## src/rtl/kgp_pkg.sv

```systemverilog
// Shared KGP-RISC definitions: opcode values, default widths and the fetch FSM state type.
package kgp_pkg;

    localparam int KGP_ADDR_W   = 32;
    localparam int KGP_OFFSET_W = 26;

    localparam logic [5:0] OP_J    = 6'd3;
    localparam logic [5:0] OP_JR   = 6'd4;
    localparam logic [5:0] OP_CALL = 6'd13;
    localparam logic [5:0] OP_RET  = 6'd14;

    typedef enum logic {
        FETCH = 1'b0,
        VALID = 1'b1
    } fetch_state_e;

endpackage

```

## src/rtl/fetch_pc_reg.sv

```systemverilog
// Fetch PC, pending-redirect PC and flush flag with the next-PC / branch-target mux.
// Latency: registered, updates on the cycle after a redirect, ack or accept.
// Backpressure: none of its own; the fetch FSM decides when a PC may advance.
module fetch_pc_reg
    import kgp_pkg::*;
#(
    parameter int                ADDR_W   = KGP_ADDR_W,
    parameter int                OFFSET_W = KGP_OFFSET_W,
    parameter logic [ADDR_W-1:0] RESET_PC = '0
) (
    input  logic                clk,
    input  logic                rst,
    input  logic                redirect,
    input  logic [OFFSET_W-1:0] offset_in,
    input  logic                in_fetch,
    input  logic                imem_ack,
    input  logic                accept,
    input  logic [ADDR_W-1:0]   accept_pc,
    output logic [ADDR_W-1:0]   fetch_pc,
    output logic                flush
);

    logic [ADDR_W-1:0] target;
    logic [ADDR_W-1:0] pend_pc;

    assign target = ADDR_W'({offset_in, 2'b00});

    always_ff @(posedge clk) begin
        if (rst) begin
            fetch_pc <= RESET_PC;
            pend_pc  <= RESET_PC;
            flush    <= 1'b0;
        end else if (in_fetch) begin
            if (imem_ack) begin
                // A redirect arriving with the ack is newer than any pending one.
                if (redirect)
                    fetch_pc <= target;
                else if (flush)
                    fetch_pc <= pend_pc;
                flush <= 1'b0;
            end else if (redirect) begin
                // The outstanding request cannot be retracted: remember where to go.
                flush   <= 1'b1;
                pend_pc <= target;
            end
        end else begin
            if (redirect)
                fetch_pc <= target;
            else if (accept)
                fetch_pc <= accept_pc + ADDR_W'(4);
        end
    end

endmodule

```

## src/rtl/fetch_pc_unit.sv

```systemverilog
// KGP-RISC fetch stage: single-outstanding imem req/ack, valid/ready to decode, call link strobe.
// Latency: 2 cycles from accept or redirect to the next instr_valid with zero-wait memory.
// Backpressure: instr_valid and its data hold while !instr_ready; no fetch is issued until accepted.
module fetch_pc_unit
    import kgp_pkg::*;
#(
    parameter int                ADDR_W   = KGP_ADDR_W,
    parameter int                OFFSET_W = KGP_OFFSET_W,
    parameter logic [ADDR_W-1:0] RESET_PC = '0
) (
    input  logic                clk,
    input  logic                rst,
    input  logic                br_valid,
    input  logic                branch,
    input  logic [OFFSET_W-1:0] offset_in,
    input  logic                is_call,
    output logic                imem_req,
    output logic [ADDR_W-1:0]   imem_addr,
    input  logic                imem_ack,
    input  logic [31:0]         imem_rdata,
    output logic [31:0]         instr_out,
    output logic [ADDR_W-1:0]   instr_pc,
    output logic                instr_valid,
    input  logic                instr_ready,
    output logic                link_we,
    output logic [ADDR_W-1:0]   link_addr
);

    fetch_state_e      state_q, state_d;
    logic [ADDR_W-1:0] fetch_pc;
    logic [ADDR_W-1:0] last_pc;
    logic              flush;
    logic              redirect;
    logic              in_fetch;
    logic              deliver;
    logic              leave_valid;
    logic              accept;

    assign redirect    = br_valid && branch;
    assign in_fetch    = (state_q == FETCH);
    assign deliver     = in_fetch && imem_ack && !redirect && !flush;
    // Redirect beats accept: an instruction seen together with a redirect is squashed.
    assign leave_valid = !in_fetch && (redirect || instr_ready);
    assign accept      = !in_fetch && instr_ready && !redirect;
    assign imem_req    = in_fetch && !rst;
    assign imem_addr   = fetch_pc;

    fetch_pc_reg #(
        .ADDR_W   (ADDR_W),
        .OFFSET_W (OFFSET_W),
        .RESET_PC (RESET_PC)
    ) u_pc (
        .clk       (clk),
        .rst       (rst),
        .redirect  (redirect),
        .offset_in (offset_in),
        .in_fetch  (in_fetch),
        .imem_ack  (imem_ack),
        .accept    (accept),
        .accept_pc (instr_pc),
        .fetch_pc  (fetch_pc),
        .flush     (flush)
    );

    always_ff @(posedge clk) begin
        if (rst)
            state_q <= FETCH;
        else
            state_q <= state_d;
    end

    always_comb begin
        state_d = state_q;
        case (state_q)
            FETCH:   if (deliver) state_d = VALID;
            VALID:   if (leave_valid) state_d = FETCH;
            default: state_d = FETCH;
        endcase
    end

    always_ff @(posedge clk) begin
        if (rst) begin
            instr_out   <= '0;
            instr_pc    <= '0;
            instr_valid <= 1'b0;
            link_we     <= 1'b0;
            link_addr   <= '0;
            last_pc     <= RESET_PC;
        end else begin
            link_we <= redirect && is_call;
            if (redirect && is_call)
                link_addr <= last_pc + ADDR_W'(4);
            if (deliver) begin
                instr_out   <= imem_rdata;
                instr_pc    <= fetch_pc;
                instr_valid <= 1'b1;
            end else if (leave_valid) begin
                instr_valid <= 1'b0;
            end
            if (accept)
                last_pc <= instr_pc;
        end
    end

endmodule

```

## config.mk

```make
export PLATFORM = sky130hd
export DESIGN_NAME = fetch_pc_unit
export DESIGN_NICKNAME = d
export VERILOG_FILES = /design/src/rtl/kgp_pkg.sv /design/src/rtl/fetch_pc_reg.sv /design/src/rtl/fetch_pc_unit.sv
export SDC_FILE = /design/constraint.sdc
export NUM_CORES = 1
export LEC_CHECK = 0
export CORE_ASPECT_RATIO = 1.5
export CORE_MARGIN = 4
export CORE_UTILIZATION = 50
export CTS_CLUSTER_SIZE = 12
export DETAILED_ROUTE_END_ITERATION = 16
export PLACE_DENSITY = 0.86
export SLEW_MARGIN = 20
export SYNTH_ARGS = -nofsm -noshare
export SYNTH_HDL_FRONTEND = slang
export SYNTH_SLANG_ARGS = --single-unit
```

## constraint.sdc

```tcl
create_clock -name clk -period 2.8 [get_ports clk]
set_input_delay 0.56 -clock clk [delete_from_list [all_inputs] [get_ports clk]]
set_output_delay 0.56 -clock clk [all_outputs]
set_load 0.05 [all_outputs]
```

==> metrics.csv, run 1 <==
metric,value,unit
status,finished clean,
drtAntennaViolNets,0,
fp.dieH,164,microns
synthTopCellsByArea,"dfxtp_1 47%, nand2_1 13%, a21oi_1 8.7%, a211oi_1 4.1%, xor2_1 3.1%",
fin_util,0.691,
dieArea,18300,sq um
die_x,112,microns
crit_chain,clkdlybuf4s50_1,
clk_latency,0.43,ns
whs,0.450,ns
hold_violations,0,
max_cap_violations,0,
synth_cell_types,47,
synthToLayoutAreaGrowth,34.6,%
ys_ff_latch,190,
synth_top_area_cell,dfxtp_1,
rsz0062_at_grt,false,
hp-class,reg2reg,
worstPathRequired,2.24,ns
initial_utilization,0.513,
ys_warn_count,0,
powerDensity,582,nW/um^2
grt_overflow,0,
final_cell_mix,"280 x nand2_1, 193 x clkdlybuf4s50_1, 190 x dfxtp_1",
setup.worst_path.class,reg2out,
critPathTopFamily,buffers and inverters,
finalClockSkew,0.0111,ns
vias,7963,
dp_hpwl,16200,microns
synth_top_area_share,0.470,
synth_nets,1102,
period_needed,2.41,ns
syn-instance-count,1035,
cp_slowest_cell,clkdlybuf4s50_1,
htree_levels,4,
drt_iter0_markers,524,
cts_root_buf,clkbuf_16,
nets,1274,
post_cts_buffers,0,
relSlewSlack,0.430,
clock-sinks,190,
final_common_cell,nand2_1,
cp_slowest_stage_delay,0.88,ns
wl_per_cell,16.0,microns
grt_pass1_vias,7389,
coreArea,15800,sq um
n_fill_cell,1224,
finalSetupViolCount,0,
cts_tree,done,
cts-resized-gates,0,
setup_tns,0,ns
syn_area,8090,sq um
synth_area_per_cell,7.82,sq um
fin_crit_sh,0.862,
wl,22700,microns
p_leak,3.63,nW
grt_start_max_net_pins,68,
clk_path_buf_depth,2,
ys_seq_area_frac,0.470,
final_layout_size_suffix_gt1_frac,0.0639,
diodes,0,
postCtsHoldBufs,0,
cts-buffers-inserted,17,
cp_num_buf_inv,1,
port-buffer-count,195,
cp_max_fo,9,
ir_worst_vdd,392,uV
fmax,414,MHz
clkSlewWorstSetupHoldPaths,0.07,ns
grt_usage,0.242,
grt_pass1_wl,36500,microns
num_rows,56,
worstMarginPinSlew,0.849,ns
crit_path_end_kind,primary output,
first_pass_iters,5,
gp_congestion,0.855,
cp-start-kind,register,
io_pins,196,
antenna_found_initial,0,
slew_viol_final,0,
vias_per_cell,5.60,
drc,0,
power,6.33,mW
cp.arrival,1.85,ns
[layer usage]
layer / global-route usage / vias to the layer above / wire, microns / part of all wire
met5: 0 / - / 0 / 0
met4: 0.125 / 0 / 887 / 0.039
met3: 0.0568 / 59 / 1650 / 0.073
met2: 0.412 / 347 / 11200 / 0.49
met1: 0.285 / 3655 / 8950 / 0.39
li1: - / 3902 / - / -
[final timing paths]
kind              depth (start not counted)  slack [ns]           endpoint             start
hold / removal                            2        0.45   u_pc.pend_pc[12]  u_pc.pend_pc[12]
setup reg to reg                          5        0.44  u_pc.fetch_pc[29]       instr_pc[4]
hold reg to reg                           2        0.45   u_pc.pend_pc[12]  u_pc.pend_pc[12]
setup / recovery                          1        0.39        instr_pc[4]       instr_pc[4]
[through the flow]
stage               cell area [sq um]  setup WS, ns  instances
floorplan                        8090         0.222       1035
global placement                10300         0.296       1391
detailed placement              10300         0.271       1391
CTS                             10900         0.375       1423
global route                    10900         0.339       1423
finish                          10900         0.385       1423
[kinds of logic after synthesis]
family / after synthesis / synth area share
AOI/OAI and AO/OA: 241 / 0.175
xor gates and xnor gates: 49 / 0.0531
adders and majority gates: 2 / 0.00309
buffers and inverters: 84 / 0.0396
DFF: 190 / 0.470
muxes: 2 / 0.00247
and+or+nand+nor: 467 / 0.256
[cell type report]
type | count | area, sq um | share of cell area
clock buffers | 17 | 425 | 0.0391
clock inverters | 15 | 154 | 0.0141
inverters | 8 | 30.0 | 0.00276
multi-input cells | 761 | 3990 | 0.366
flip-flops and latches | 190 | 3800 | 0.349
well taps | 203 | 254 | 0.0233
repair buffers | 229 | 2230 | 0.205
[Yosys cell counts (all sizes together)]
library cell and number:
a311oi 4, nor3b 10, a211oi 44, o31a 1, a22o 6, or3 1, nand2 280, nor2 66
o211ai 1, and4 5, mux2i 2, and3 13, o21ai 22, a41oi 2, xnor2 20, clkbuf 65
nor4b 1, a211o 2, nor2b 2, dfxtp 190, o21bai 1, nor4 4, or4 3, nand4 19
nor3 15, ha 2, nand4b 1, a21boi 2, a21oi 141, buf 11, nand3b 8, o21a 1
inv 8, o22ai 7, xor2 29, and2 3, a31oi 1, a221oi 5, nand3 36, o221ai 1
[power breakdown]
| group | switching [mW] | internal, mW | leakage (nW) | total, mW |
|---|---|---|---|---|
| clock | 1.12 | 1.26 | 0.286 | 2.38 |
| sequential | 0.0909 | 2.81 | 1.54 | 2.90 |
| combinational | 0.683 | 0.374 | 1.80 | 1.06 |
(Power assumes the default switching activity.)
==> run 2, diff against run 1 <==
--- a/constraint.sdc
+++ b/constraint.sdc
@@ -3,2 +3,2 @@
 set_output_delay 0.56 -clock clk [all_outputs]
-set_load 0.05 [all_outputs]
+set_load 0.02 [all_outputs]
==> metrics.csv, run 2 (synthesis results as in run 1) <==
metric,value,unit
status,finished clean,
cts_tree,done,
crit_path_end_kind,register,
drt_iter0_markers,682,
rr_worst_depth,5,
max_cap_violations,0,
n_fill_cell,1268,
r2r_setup_slack,0.40,ns
fmax,417,MHz
hold_violations,0,
drtAntennaViolNets,0,
drc,0,
ir_worst_vdd,435,uV
finalClockSkew,0.00778,ns
setup_tns,0,ns
post_cts_buffers,0,
relSlewSlack,0.419,
antenna_found_initial,0,
final_common_cell,nand2_1,
vias,7898,
crit_cells,5,
gp_congestion,0.864,
die_x,112,microns
slew_viol_final,0,
clock-sinks,190,
cp.arrival,2.72,ns
placed_area,10300,sq um
cts-resized-gates,0,
critPathTopFamily,simple AND/OR/NAND/NOR gates,
crit_chain,"nand4_1, or4_4, or4_1, xnor2_1, a22o_1",
grt_usage,0.243,
grt_start_max_net_pins,164,
dieArea,18300,sq um
worstMarginPinSlew,0.866,ns
fin_crit_sh,0.857,
finalSetupViolCount,0,
htree_levels,4,
timing.critical_path.from,instr_pc[9],
io_pins,196,
hold_depth,2,
synthToLayoutAreaGrowth,35.1,%
period_needed,2.40,ns
fin_util,0.693,
cp_num_buf_inv,0,
setup_slack,0.400,ns
grt_overflow,0,
cp_max_fo,8,
clk_path_buf_depth,2,
final_cell_mix,"280 x nand2_1, 194 x clkdlybuf4s50_1, 190 x dfxtp_1",
final_layout_size_suffix_gt1_frac,0.0600,
nets,1270,
cts-buffers-inserted,17,
hp-class,reg2reg,
cp_slowest_stage_delay,0.63,ns
vias_per_cell,5.56,
whs,0.452,ns
initial_utilization,0.513,
finalNonFillerCells,1420,
dp_hpwl,16400,microns
clk_latency,0.43,ns
grt_pass1_vias,7345,
fp.dieH,164,microns
powerDensity,569,nW/um^2
p_leak,3.63,nW
postCtsHoldBufs,0,
grt_pass1_wl,36400,microns
dpl.cell_count,1387,
r2r_end,u_pc.fetch_pc[29],
first_pass_iters,5,
finalInstanceArea,10900,sq um
r2r_start,instr_pc[9],
crit_path_end,u_pc.fetch_pc[29],
num_rows,56,
rsz0062_at_grt,false,
cts_root_buf,clkbuf_16,
coreArea,15800,sq um
wl,23200,microns
clkSlewWorstSetupHoldPaths,0.07,ns
setup.worst_path.class,reg2reg,
worstPathRequired,3.12,ns
cp_slowest_cell,or4_4,
wl_per_cell,16.3,microns
power,6.22,mW
port-buffer-count,195,
cp-start-kind,register,
place_ws,0.208,ns
run 2: worst min-delay path by stage:
stage | startpoint | end
6_report | u_pc.pend_pc[16] | u_pc.pend_pc[16]
5_1_grt | u_pc.pend_pc[18] | u_pc.pend_pc[18]
4_1_cts | u_pc.pend_pc[16] | u_pc.pend_pc[16]
3_5_place_dp | u_pc.pend_pc[16] | u_pc.pend_pc[16]
3_3_place_gp | u_pc.pend_pc[15] | u_pc.pend_pc[15]
2_1_floorplan | u_pc.pend_pc[10] | u_pc.pend_pc[10]
run 2: cell type report:
type	count	area, sq um	share of cell area
clock inverters	11	129	0.0118
multi-input cells	761	3990	0.365
repair buffers	225	2240	0.205
flip-flops and latches	190	3800	0.348
well taps	203	254	0.0232
inverters	8	30.0	0.00275
clock buffers	21	480	0.0440
diodes	1	2.50	0.000229
run 2: power breakdown:
group | switching [mW] | leakage [nW] | internal [mW] | total (mW)
clock network | 1.04 | 0.297 | 1.42 | 2.46
registers | 0.0955 | 1.54 | 2.81 | 2.91
logic | 0.467 | 1.79 | 0.379 | 0.846
total | 1.60 | 3.63 | 4.61 | 6.22
run 2: worst min-delay path: stages (launching register included):
cell	delay, ns
dfxtp_1	0.31
nand2_1	0.05
a21oi_1	0.05
run 2: per-layer routing:
layer,part of all wire,GRT usage
met2,0.51,0.423
met3,0.060,0.0564
met5,0,0
met4,0.032,0.101
met1,0.39,0.288
